<file path="config.mk">
export PLATFORM = sky130hd
export DESIGN_NAME = seq_multiplier_param
export DESIGN_NICKNAME = d
export VERILOG_FILES = /design/src/rtl/seq_multiplier_param.sv
export SDC_FILE = /design/constraint.sdc
export NUM_CORES = 1
export LEC_CHECK = 0
export CORE_ASPECT_RATIO = 0.8
export CORE_UTILIZATION = 30
export CTS_BUF_LIST = sky130_fd_sc_hd__clkbuf_16
export CTS_CLUSTER_SIZE = 24
export DETAILED_ROUTE_END_ITERATION = 10
export GPL_ROUTABILITY_DRIVEN = 1
export PLACE_DENSITY_LB_ADDON = 0.08
export SYNTH_ARGS = -nofsm -noshare
export SYNTH_HDL_FRONTEND = slang
export SYNTH_SLANG_ARGS = --single-unit
</file>
<file path="constraint.sdc">
create_clock -name clk -period 6.1 [get_ports clk]
set_input_delay 0.61 -clock clk [delete_from_list [all_inputs] [get_ports clk]]
set_output_delay 0.61 -clock clk [all_outputs]
set_load 0.01 [all_outputs]
</file>
<file path="src/rtl/seq_multiplier_param.sv">
// Iterative shift-add multiplier, WIDTH x WIDTH -> 2*WIDTH, unsigned or two's-complement per operation.
// Optional macro MULT_EARLY_TERM_EN finishes as soon as the remaining multiplier bits are all zero.
module seq_multiplier_param #(
    parameter int WIDTH = 6
) (
    input  logic                 clk,
    input  logic                 rst_n,
    input  logic                 start,
    input  logic                 signed_mode,
    input  logic [WIDTH-1:0]     a,
    input  logic [WIDTH-1:0]     b,
    output logic                 busy,
    output logic                 done,
    output logic [2*WIDTH-1:0]   out
);

    localparam int CW = $clog2(WIDTH + 1);

    typedef enum logic {
        IDLE,
        RUN
    } state_t;

    state_t             state, state_next;
    logic [WIDTH-1:0]   mplier;
    logic [2*WIDTH-1:0] mcand;
    logic [2*WIDTH-1:0] acc;
    logic [CW-1:0]      cnt;
    logic               neg;
    logic               finish;
    logic [WIDTH-1:0]   mag_a, mag_b;
    logic               neg_in;

    // Magnitudes of the most-negative operand still fit in WIDTH unsigned bits.
    always_comb begin
        mag_a  = (signed_mode && a[WIDTH-1]) ? -a : a;
        mag_b  = (signed_mode && b[WIDTH-1]) ? -b : b;
        neg_in = signed_mode && (a[WIDTH-1] ^ b[WIDTH-1]) && (a != '0) && (b != '0);
    end

    always_comb begin
`ifdef MULT_EARLY_TERM_EN
        finish = (cnt == CW'(WIDTH)) || ((cnt != '0) && (mplier == '0));
`else
        finish = (cnt == CW'(WIDTH));
`endif
    end

    always_ff @(posedge clk) begin
        if (!rst_n) begin
            state <= IDLE;
        end else begin
            state <= state_next;
        end
    end

    always_comb begin
        state_next = state;
        case (state)
            IDLE:    if (start)  state_next = RUN;
            RUN:     if (finish) state_next = IDLE;
            default: state_next = IDLE;
        endcase
    end

    assign busy = (state == RUN);

    always_ff @(posedge clk) begin
        if (!rst_n) begin
            done   <= 1'b0;
            out    <= '0;
            acc    <= '0;
            mcand  <= '0;
            mplier <= '0;
            cnt    <= '0;
            neg    <= 1'b0;
        end else begin
            done <= 1'b0;
            case (state)
                IDLE: begin
                    if (start) begin
                        mplier <= mag_b;
                        mcand  <= {{WIDTH{1'b0}}, mag_a};
                        acc    <= '0;
                        cnt    <= '0;
                        neg    <= neg_in;
                    end
                end
                RUN: begin
                    if (finish) begin
                        out  <= neg ? -acc : acc;
                        done <= 1'b1;
                    end else begin
                        if (mplier[0]) acc <= acc + mcand;
                        mplier <= mplier >> 1;
                        mcand  <= mcand << 1;
                        cnt    <= cnt + CW'(1);
                    end
                end
                default: ;
            endcase
        end
    end

endmodule

</file>
======== Word-level counts from Yosys, hierarchy flattened ========
Index checks and enable logic that the tools add are counted.
cells by class
  add/subtract/negate cells ............... 5
  equality and inequality tests ........... 4
  multiplexer cells ....................... 20
  bitwise logic cells ..................... 2
  reductions and logical operators ........ 12
operators by type and width
  operator                                                         count
  12-bit two-way mux                                               6
  12-bit case mux with 2 select lines                              2
  6-bit two-way mux                                                4
  12-bit adder                                                     1
  12-bit negation                                                  1
  6-bit negation                                                   2
  6-bit case mux with 2 select lines                               1
  6-bit nonzero test                                               2
  2-bit AND reduction                                              4
  3-bit two-way mux                                                2
  3-bit case mux with 2 select lines                               1
  1-bit logical AND                                                5
  2-bit != test, second input constant                             2
  3-bit by 1-bit adder with 3-bit output, second input constant    1
  3-bit == test, second input constant                             1
  1-bit two-way mux                                                3
  3-bit AND reduction                                              1
  2-bit by 1-bit != test with 1-bit output, second input constant  1
  1-bit case mux with 2 select lines                               1
  1-bit NOT                                                        1
  1-bit XOR                                                        1
word-level totals
  register bits after elaboration ......... 48
  bits of input ports ..................... 16
  output and inout bits ................... 14
  logic and storage cells ................. 51

======== Logic depth before layout (Yosys ltp) ========
Gate-level depths: netlist (run 1).
  depth in word-level cells ............... 4
  depth in mapped cells ................... 8
  mapped depth without buffers ............ 8

======== Worst setup path before layout (run 1) ========
OpenSTA, ideal clock, no wires.
  path type ............................... register to register
  start ................................... register acc[0]
  end ..................................... register acc[10]
  arrival ................................. 1.911 ns
  required time ........................... 5.978 ns
  path slack .............................. 4.067 ns
  cell stages (with the launch flop) ...... 9
  clock period less this slack ............ 2.033 ns
  path through ............................ dfxtp_1 > ha_1 > fa_1 > a211o_1 > o211ai_1 > a21oi_1 > a41oi_1 > xor2_1 > o21ai_1
between the ends
  cells in the longest elaborated chain, start to end .. 4
RTL lines
  what                                 line  text
  start, declared                      27    logic [2*WIDTH-1:0] acc;
  start signal, assigned               94    if (mplier[0]) acc <= acc + mcand;
  12-bit adder                         94
  12-bit two-way mux                   94
  12-bit two-way mux                   90    if (finish) begin
  12-bit case mux with 2 select lines  79    case (state)
Every way passes these cells. The select of a mux whose other input is x is not followed.
A chain may end at the register's enable or synchronous reset.

======== Worst setup path in the final report (run 1) ========
Same ends and word-level chain as after synthesis.

==> metrics.md, run 1 <==
| Metric | Value |
|---|---|
| CP max stage delay | ~0.45 ns |
| Hold EP | mplier[1] |
| Clk pwr share | 0.405 |
| Mapped Nets | approximately 360 |
| Vias | between 2000 and 2500 |
| Global-route wire length before repair | approximately 11000 µm |
| Min cycle time layout | 2.33 ns |
| Required time of the worst setup path | 6.28 ns |
| Synth Warn # | 0 |
| Cts hold-fix bufs | 0 |
| Cell row count | 30 |
| Total die area | roughly 9400 µm² |
| Worst hold path type | flip-flop to flip-flop |
| Fin Clk Skew | 0.00368 ns |
| Worst hold start | mplier[1] |
| Layout cells sized above 1 | 0.0476 |
| Vias in the first global route | between 2000 and 2500 |
| Reg-to-Reg Start | acc[0] |
| NetSw | between 0.15 and 0.2 mW |
| Worst-path maximum fanout | 6 |
| Area growth syn-to-layout | 19.2% |
| Post-CTS Setup Bufs | 0 |
| Register bit total from synthesis | 48 |
| Dpl cells | about 460 |
| Synthesized area | 2710 µm² |
| Most used DFF post-synth | dfxtp_1 |
| Reg2reg setup slack | between 3 and 4 ns |
| Final setup TNS | 0 ns |
| Commonest non-fill, non-tap cells in the layout | nand2_1, dfxtp_1, clkdlybuf4s50_1 |
| Port Buf Inserts | 29 |
| Status | finished, final reports clean |
| Maximum vdd ir drop | around 72 µV |
| Internal power | 0.501 mW |
| Vias per cell | 4.88 |
| Io pins | 30 |
| Initial antenna violation count | 0 |
| DRT iter0 DRCs | 72 |
| Core ar. | ~8600 µm² |
| Critical Path End Type | flip-flop |
| Fin crit share | 0.383 |
| Remaining DRCs | 0 |
| CP Class | flip-flop to flip-flop |
| R2R Path End | acc[10] |
| Hold Path Depth | 2 |
| Distinct cells, synth | 46 |
| CTS tree | yes |
| Comb pwr share | 0.105 |
| Fin cells | around 470 |
| FF-to-FF path depth | 8 |
| Clock Sinks | 48 |
| Root Buffer | clkbuf_16 |
| Leakage | roughly 1.4 nW |
| PwrDens | between 200 and 250 nW/µm² |
| CP Buf/Inv Count | 0 |
| Routed WL per cell | approximately 14 µm |
| Diode count | 0 |
| Ys async rst share | 0 |
| GRT overflow | 0 |
| CTS resizes | 0 |
| Global-route usage over all layers | 0.152 |
| Final WL | 6370 µm |
| Switching part of the total | 0.254 |
| Number of flops mapped to enable cells by yosys | 0 |
| Max Root-Sink Buffers | 2 |
| Max-Cap Viols | 0 |
| HPWL Detailed | between 4000 and 5000 µm |
| Pin count of the biggest net entering global routing | 29 |
| Die Wd | 108 µm |
| Synthesized area per cell | approximately 8.2 µm² |
| Fillcell total | just over 900 |
| Final Hold Viols | 0 |
| Worst EP arrival | 2.51 ns |
| Cts bufs inserted | 5 |
| Rel. slew slack | 0.346 |
| Slew at the pin closest to its max-slew limit | 0.978 ns |
| Clock slew at reported path FFs | 0.07 ns |
| Commonest non-fill, non-tap cell in the layout | nand2_1 |
| Worst path slowest cell | fa_1 |
| Setup Viol. Count Final | 0 |
| DRT antenna net count | 0 |
| Max Clk Rate | about 430 MHz |
| Final Max Slew Viols | 0 |
| Reg power frac | 0.490 |
| Mapped Cells | around 330 |
| # nets final | roughly 390 |
| Critical-path cell list | ha_1 > fa_1 > a211o_1 > o211ai_1 > a21oi_1 > a41oi_1 > xor2_1 > o21ai_1 |
| CP top delay family | compound AO/OA/AOI/OAI gates |
| RSZ-0062 raised after global routing | no |
| Die Y | 87.1 µm |
| Routability congestion estimate | just over 0.8 |
| DR pass1 iterations | 4 |
| H-tree Lvls | 2 |
| Worst skew pair latency | roughly 0.29 ns |
| Seq/Total Area, Yosys | 0.354 |
| Critical Path Source Type | flip-flop |
| Starting Density | 0.314 |
[power groups by stage]
stage          Sequential [mW]  Combinational [mW]  Clock, mW
3_3_place_gp             0.336              0.0706          0
2_1_floorplan            0.334              0.0467          0
3_5_place_dp             0.336              0.0707          0
5_1_grt                  0.330              0.0802      0.298
6_report                 0.329              0.0706      0.272
4_1_cts                  0.329              0.0713      0.282
[layer usage]
| layer | vias to the layer above | GRT usage | wire length [µm] |
|---|---|---|---|
| li1 | 1221 | - | - |
| met3 | 8 | 0.0322 | 159 |
| met1 | 1044 | 0.227 | 3700 |
| met5 | - | 0 | 0 |
| met2 | 18 | 0.214 | 2430 |
| met4 | 0 | 0.0479 | 82 |
[cells by family after synthesis]
kind of cell,after synthesis,synth area share
simple gates,115,0.196
compound gates,104,0.254
flops,48,0.354
buf+inv,24,0.0387
xor+xnor,20,0.0646
fa+ha+maj,17,0.0812
mux,3,0.0111
[tightest hold or removal path, stage by stage (launching register included)]
cell and delay (ns):
dfxtp_1 0.31, nand2_1 0.05, o21ai_1 0.05
[cell usage after synthesis, types with 2 or more instances]
library cell	count	area [µm²]
nand2_1	59	221
dfxtp_1	48	961
a21oi_1	26	130
o21ai_1	18	90.1
ha_1	16	200
nor2_1	13	48.8
nand3_1	12	60.1
inv_1	11	41.3
o21ai_0	11	55.1
xnor2_1	11	96.3
xor2_1	9	78.8
clkbuf_1	8	30.0
o211a_1	8	80.1
a21boi_0	6	45.0
a22o_1	6	52.6
nor2b_1	6	37.5
nor3_1	5	25.0
buf_2	4	20.0
nand2b_1	4	25.0
o22ai_1	4	25.0
or3_1	4	25.0
a211o_1	3	26.3
a21o_1	3	22.5
and2_1	3	18.8
and3_1	3	18.8
mux2i_1	3	30.0
o211ai_1	3	22.5
o31ai_1	3	22.5
a21o_2	2	17.5
o21ai_2	2	17.5
or4_1	2	15.0
[stage by stage]
step,power (mW),hold WS [ns],worst slack [ns],instance area [µm²],util
floorplan,0.380,0.427,4.07,2710,-
global placement,0.407,0.436,3.48,3090,0.358
detailed placement,0.407,0.442,3.43,3090,0.358
CTS,0.682,0.451,3.72,3230,0.375
global route,0.708,0.473,3.53,3230,0.375
finish,0.671,0.448,3.77,3230,0.375
[how the worst max path moves through the flow]
stage,from,to,depth (start not counted)
finish,acc[0],acc[10],8
CTS,rst_n,mcand[10],5
global placement,rst_n,mcand[6],5
floorplan,acc[0],acc[10],8
detailed placement,rst_n,mcand[10],5
global route,start,mplier[4],6
[registers in the layout, summed over array words and instances (netlist names)]
register / flops
cnt: 3
mplier: 6
busy: 1
acc: 12
out: 12
neg: 1
mcand: 12
done: 1
[area by class of cell]
cell class	count	area, µm²	share of cell area
repair buffers	31	305	0.0944
clock inverters	3	15.0	0.00464
clock buffers	5	125	0.0387
flip-flops and latches	48	961	0.297
inverters	11	41.3	0.0128
well taps	112	140	0.0433
multi-input cells	259	1650	0.509
No activity file was read; power rests on OpenSTA's default activity.
==> inputs of run 2 (changes only) <==
clock period = 2.4 ns   (was 6.1 ns; I/O delays follow)
==> run 2 against run 1 <==
  * Clock power increased by 150%
  * Final area increased by 1.6%
  * Wire length increased by 2.1%
  * Flip-flop and latch count unchanged
  * Largest cell class unchanged
  * Critical endpoint unchanged
  * Power increased to 2.5 times the previous value
  * First-iteration DRC count increased by 65%
  * Via count increased by 3.4%
  * Core utilization increased by 0.61 points
  * Worst hold slack got worse by 0.0030 ns
  * Sequential power increased to 2.6 times the previous value
  * Critical path type unchanged
==> metrics.md, run 2 (same netlist as run 1, synthesis figures left out) <==
| Metric | Value |
|---|---|
| Cell row count | 30 (unchanged) |
| CP Class | flip-flop to flip-flop |
| Final Max Slew Viols | 0 (unchanged) |
| PwrDens | 516 nW/µm² (+150%) |
| Post-CTS Setup Bufs | 0 (unchanged) |
| Diode count | 0 (unchanged) |
| Final WL | 6500 µm (+2.1%) |
| Commonest non-fill, non-tap cell in the layout | nand2_1 |
| Area growth syn-to-layout | 21.2% |
| DRT antenna net count | 0 (unchanged) |
| Remaining DRCs | 0 (unchanged) |
| Required time of the worst setup path | 2.57 ns (-3.71 ns) |
| Worst skew pair latency | 0.28 ns (about the same) |
| Starting Density | 0.314 (unchanged) |
| Global-route wire length before repair | 11200 µm (+0.81%) |
| CTS tree | yes |
| Worst hold path type | flip-flop to flip-flop |
| DRT iter0 DRCs | 119 (+65%) |
| Status | finished, final reports clean |
| Critical Path Source Type | flip-flop |
| Post-layout instance area | 3290 µm² (+1.6%) |
| M3 GR Usage | 0.0299 (-0.00224) |
| Fin Clk Skew | 0.00467 ns (+0.000988 ns) |
| Routed WL per cell | 13.6 µm (+0.56%) |
| Slew at the pin closest to its max-slew limit | 0.486 ns (-0.492 ns) |
| Worst EP arrival | 2.35 ns (-0.16 ns) |
| Setup Viol. Count Final | 0 (unchanged) |
| Root Buffer | clkbuf_16 |
| Clock slew at reported path FFs | 0.06 ns (about the same) |
| Pin count of the biggest net entering global routing | 26 (-10%) |
| Critical Path End Type | flip-flop |
| Core ar. | 8630 µm² (unchanged) |
| Max Root-Sink Buffers | 2 (unchanged) |
| Biggest regs | acc (12), mcand (12), out (12) |
| Port Buf Inserts | 29 (unchanged) |
| Commonest non-fill, non-tap cells in the layout | nand2_1, dfxtp_1, clkdlybuf4s50_1 |
| Layout cells sized above 1 | 0.0659 (+0.0183) |
| H-tree Lvls | 2 (unchanged) |
| Area of placed instances | 3150 µm² (+1.7%) |
| Met2 Usage GRT | 0.218 (+0.00347) |
| DR pass1 iterations | 4 (unchanged) |
| M1 GR Usage | 0.236 (+0.00900) |
| GRT overflow | 0 (unchanged) |
| Reg2reg setup slack | 0.22 ns (-3.55 ns) |
| Tot Pwr | 1.70 mW (+150%) |
| Min cycle time layout | 2.18 ns (-0.153 ns) |
| Routability congestion estimate | 0.756 (-6.6%) |
| Leakage | 1.43 nW (+2.6%) |
| CTS resizes | 0 (unchanged) |
| Die Y | 87.1 µm (unchanged) |
| Fin crit share | 0.909 (+0.526) |
| Vias in the first global route | 2218 (+2.1%) |
| Io pins | 30 (unchanged) |
| # nets final | 396 (+1.8%) |
| Max Clk Rate | 458 MHz (+7.0%) |
| Initial antenna violation count | 0 (unchanged) |
| Final Hold Viols | 0 (unchanged) |
| Cts hold-fix bufs | 0 (unchanged) |
| Vias | 2368 (+3.4%) |
| Clock Sinks | 48 (unchanged) |
| Busiest layer in global routing | met1 |
| Final setup TNS | 0 ns (unchanged) |
| RSZ-0062 raised after global routing | no |
| Total die area | 9430 µm² (unchanged) |
| Worst-path maximum fanout | 3 (-3) |
| Vias per cell | 4.97 (+1.8%) |
| Rel. slew slack | 0.673 (+0.328) |
| Max-Cap Viols | 0 (unchanged) |
| Cts bufs inserted | 5 (unchanged) |
| Die Wd | 108 µm (unchanged) |
| Global-route usage over all layers | 0.154 (+0.00205) |
| Maximum vdd ir drop | 228 µV (+220%) |
| HPWL Detailed | 5040 µm (+5.8%) |
run 2: final timing paths:
| path | from | to | depth (start not counted) |
|---|---|---|---|
| worst min-delay path | mplier[1] | mplier[1] | 2 |
| worst min register to register | mplier[1] | mplier[1] | 2 |
| worst max register to register | mcand[0] | acc[10] | 8 |
| worst max-delay path | mcand[0] | acc[10] | 8 |
run 2: metrics by stage:
stage	util	hold WS, ns	instances	setup slack (ns)
6_report	0.381	0.445	476	0.218
3_5_place_dp	0.364	0.439	468	0.232
2_1_floorplan	-	0.385	331	0.367
3_3_place_gp	0.364	0.434	468	0.279
5_1_grt	0.381	0.468	476	0.0563
4_1_cts	0.381	0.449	476	0.225
run 2: area by class of cell:
type	instances	area, µm²
inverters	11	41.3
clock inverters	3	15.0
flip-flops and latches	48	961
clock buffers	5	125
repair buffers	38	358
well taps	112	140
multi-input cells	259	1650
fillers	912	5350
run 2: per-layer routing:
layer / share of wire / wire (µm)
met5: 0 / 0
met4: 0.0072 / 47
met3: 0.026 / 168
met2: 0.39 / 2520
met1: 0.58 / 3760
run 2: worst max-delay path: stages, from the launching register on:
cell      delay [ns]
dfxtp_1         0.33
ha_1            0.24
fa_1            0.44
a211o_1         0.28
o211ai_1        0.13
a21oi_1         0.15
a41oi_1         0.27
xor2_1          0.16
o21ai_1         0.06
run 2: where the power goes:
group	total, mW	switching, mW	internal [mW]
registers	0.840	0.0223	0.817
clock network	0.672	0.293	0.379
logic	0.185	0.104	0.0812
==> inputs of run 3 (changes only) <==
clock period = 2 ns   (was 2.4 ns; I/O delays follow)
==> run 3 against run 2 <==
  * Final area is 9.0% higher
  * Worst hold slack improved by 0.0023 ns
  * Register-to-register slack worse by 0.17 ns
  * Sequential share of layout area decreased by 2.0 points
  * Die area did not move
  * Global-route usage is 0.28 points higher
  * Combinational power increased by 32%
  * Clock-buffer cell count unchanged
  * Clock power increased by 26%
  * Final cell count grew 4.8%
==> metrics.md, run 3 (same netlist as run 1, synthesis figures left out) <==
| Metric | Value |
|---|---|
| Routed WL per cell | 13.6 µm (-0.16%) |
| Vias per cell | 4.90 (-1.5%) |
| Crit path capture | acc[8] |
| Internal power | 1.56 mW (+22%) |
| Starting Density | 0.314 (unchanged) |
| Biggest regs | acc (12), mcand (12), out (12) |
| Diode count | 0 (unchanged) |
| Layout cells sized above 1 | 0.173 (+0.107) |
| Commonest non-fill, non-tap cells in the layout | nand2_1, dfxtp_1, buf_4 |
| Worst skew pair latency | 0.29 ns (about the same) |
| DRT antenna net count | 0 (unchanged) |
| Crit path launch | acc[0] |
| Fin Clk Skew | 0.00931 ns (+0.00464 ns) |
| Status | finished, final reports clean |
| Remaining DRCs | 0 (unchanged) |
| CTS tree | yes |
| Clock Sinks | 48 (unchanged) |
| DR pass1 iterations | 4 (unchanged) |
| Cts bufs inserted | 5 (unchanged) |
| Commonest non-fill, non-tap cell in the layout | nand2_1 |
| Root Buffer | clkbuf_16 |
| NetSw | 0.543 mW (+30%) |
| GRT overflow | 0 (unchanged) |
| Fillcell total | 904 (-0.88%) |
| Worst hold path type | flip-flop to flip-flop |
| Max Clk Rate | 511 MHz (+12%) |
| Worst path slowest cell | fa_2 |
| R2R Path End | acc[8] |
| Rel. slew slack | 0.689 (+0.0155) |
| Reg-to-Reg Start | acc[0] |
| Reg2reg setup slack | 0.04 ns (-0.17 ns) |
| Required time of the worst setup path | 2.19 ns (-0.38 ns) |
| # nets final | 419 (+5.8%) |
| CP Class | flip-flop to flip-flop |
| Max Root-Sink Buffers | 2 (unchanged) |
| Cts hold-fix bufs | 0 (unchanged) |
| Global-route usage over all layers | 0.157 (+0.00283) |
| H-tree Lvls | 2 (unchanged) |
| DRT iter0 DRCs | 94 (-21%) |
| Io pins | 30 (unchanged) |
| Switching part of the total | 0.258 (+0.0114) |
| Final Max Slew Viols | 0 (unchanged) |
| Core ar. | 8630 µm² (unchanged) |
| Port Buf Inserts | 29 (unchanged) |
| Max-Cap Viols | 0 (unchanged) |
| Global-route wire length before repair | 11400 µm (+1.4%) |
| Die Wd | 108 µm (unchanged) |
| Clk pwr share | 0.404 (+0.008) |
| Tot Pwr | 2.10 mW (+24%) |
| Post-layout instance area | 3580 µm² (+9.0%) |
| Initial antenna violation count | 0 (unchanged) |
| Routability congestion estimate | 0.842 (+11%) |
| Fin worst setup slack | 0.0440 ns (-0.174 ns) |
| CP max stage delay | 0.37 ns (-0.07 ns) |
| Worst EP arrival | 2.14 ns (-0.21 ns) |
| Reg power frac | 0.479 (-0.016) |
| Min cycle time layout | 1.96 ns (-0.226 ns) |
| Pre-CTS setup slack | -0.0840 ns (-0.316 ns) |
| Total die area | 9430 µm² (unchanged) |
| Critical Path Source Type | flip-flop |
| Setup Viol. Count Final | 0 (unchanged) |
| Area growth syn-to-layout | 32.1% |
| FF-to-FF path depth | 8 (unchanged) |
| Die Y | 87.1 µm (unchanged) |
| Clock slew at reported path FFs | 0.07 ns (about the same) |
| Final WL | 6800 µm (+4.7%) |
| Pin count of the biggest net entering global routing | 21 (-19%) |
| Critical Path End Type | flip-flop |
| Fin crit share | 0.978 (+0.0690) |
| Vias in the first global route | 2220 (+0.090%) |
| Final Hold Viols | 0 (unchanged) |
| Area of placed instances | 3310 µm² (+5.2%) |
| Slew at the pin closest to its max-slew limit | 0.463 ns (-0.0230 ns) |
| Worst hold start | mplier[1] |
| Cell row count | 30 (unchanged) |
| Maximum vdd ir drop | 288 µV (+27%) |
| Leakage | 1.54 nW (+7.7%) |
| Vias | 2445 (+3.3%) |
| HPWL Detailed | 5250 µm (+4.1%) |
| PwrDens | 586 nW/µm² (+14%) |
| Comb pwr share | 0.116 (+0.007) |
| Critical-path cell list | ha_4 > fa_2 > a211o_1 > o211ai_1 > a21oi_2 > a21boi_2 > xor2_1 > o21ai_1 |
| Worst-path maximum fanout | 3 (unchanged) |
==> run 3: cell types whose count changed in the layout (fill, tap and decap cells not counted), moves of 3 or more <==
cell,change
dfxtp_2,+3
dfxtp_4,+3
buf_4,+23
dfxtp_1,-6
ha_4,+6
ha_1,-6
==> run 3: final cells by class <==
cell class | count | area, µm² | share of cell area
clock inverters | 3 | 21.3 | 0.00594
flip-flops and latches | 48 | 976 | 0.272
repair buffers | 61 | 531 | 0.148
inverters | 11 | 41.3 | 0.0115
multi-input cells | 259 | 1750 | 0.488
well taps | 112 | 140 | 0.0391
clock buffers | 5 | 125 | 0.0349
==> run 3: power groups by stage <==
stage                     sequential (mW)  clock (mW)  combinational, mW
after global placement               1.02           0              0.238
after floorplan                      1.02           0              0.142
after global routing                 1.01       0.920              0.278
final                                1.01       0.849              0.244
after detailed placement             1.03           0              0.236
after CTS                            1.00       0.881              0.238
==> run 3: stage by stage <==
stage          cells  TNS, ns  utilization  hold WS (ns)
2_1_floorplan    331        0            -         0.345
3_3_place_gp     490  -0.0749        0.384         0.436
3_5_place_dp     490   -0.142        0.384         0.439
4_1_cts          498        0        0.402         0.449
5_1_grt          499   -0.123        0.415         0.466
6_report         499        0        0.415         0.447
==> run 3: worst min-delay path by stage <==
stage           endpoint  cells past startpoint  slack (ns)
2_1_floorplan   mcand[0]                      2        0.34
3_3_place_gp   mplier[1]                      2        0.44
3_5_place_dp   mplier[1]                      2        0.44
4_1_cts        mplier[1]                      2        0.45
5_1_grt        mplier[1]                      2        0.47
6_report       mplier[1]                      2        0.45
==> run 3: critical path: cells and delay by family (launching register included) <==
kind | cells | cell delay (ns)
adders and majority gates | 2 | 0.54
DFF | 1 | 0.33
xor gates and xnor gates | 1 | 0.16
AOI/OAI and AO/OA | 5 | 0.82
==> run 3: per-layer routing <==
layer | global-route usage | up-vias | share of wire
met5 | 0 | - | 0
met4 | 0.0442 | 0 | 0.0078
met3 | 0.0269 | 4 | 0.025
met1 | 0.239 | 1129 | 0.55
met2 | 0.224 | 25 | 0.41
li1 | - | 1287 | -
==> run 3: what timing repair did <==
item,CTS,global route
endpoints found under the hold margin,0,0
buffers inserted,0,1
pin swaps,1,8
setup endpoints to repair,3,5
resized for setup,3,20
cloned,0,0
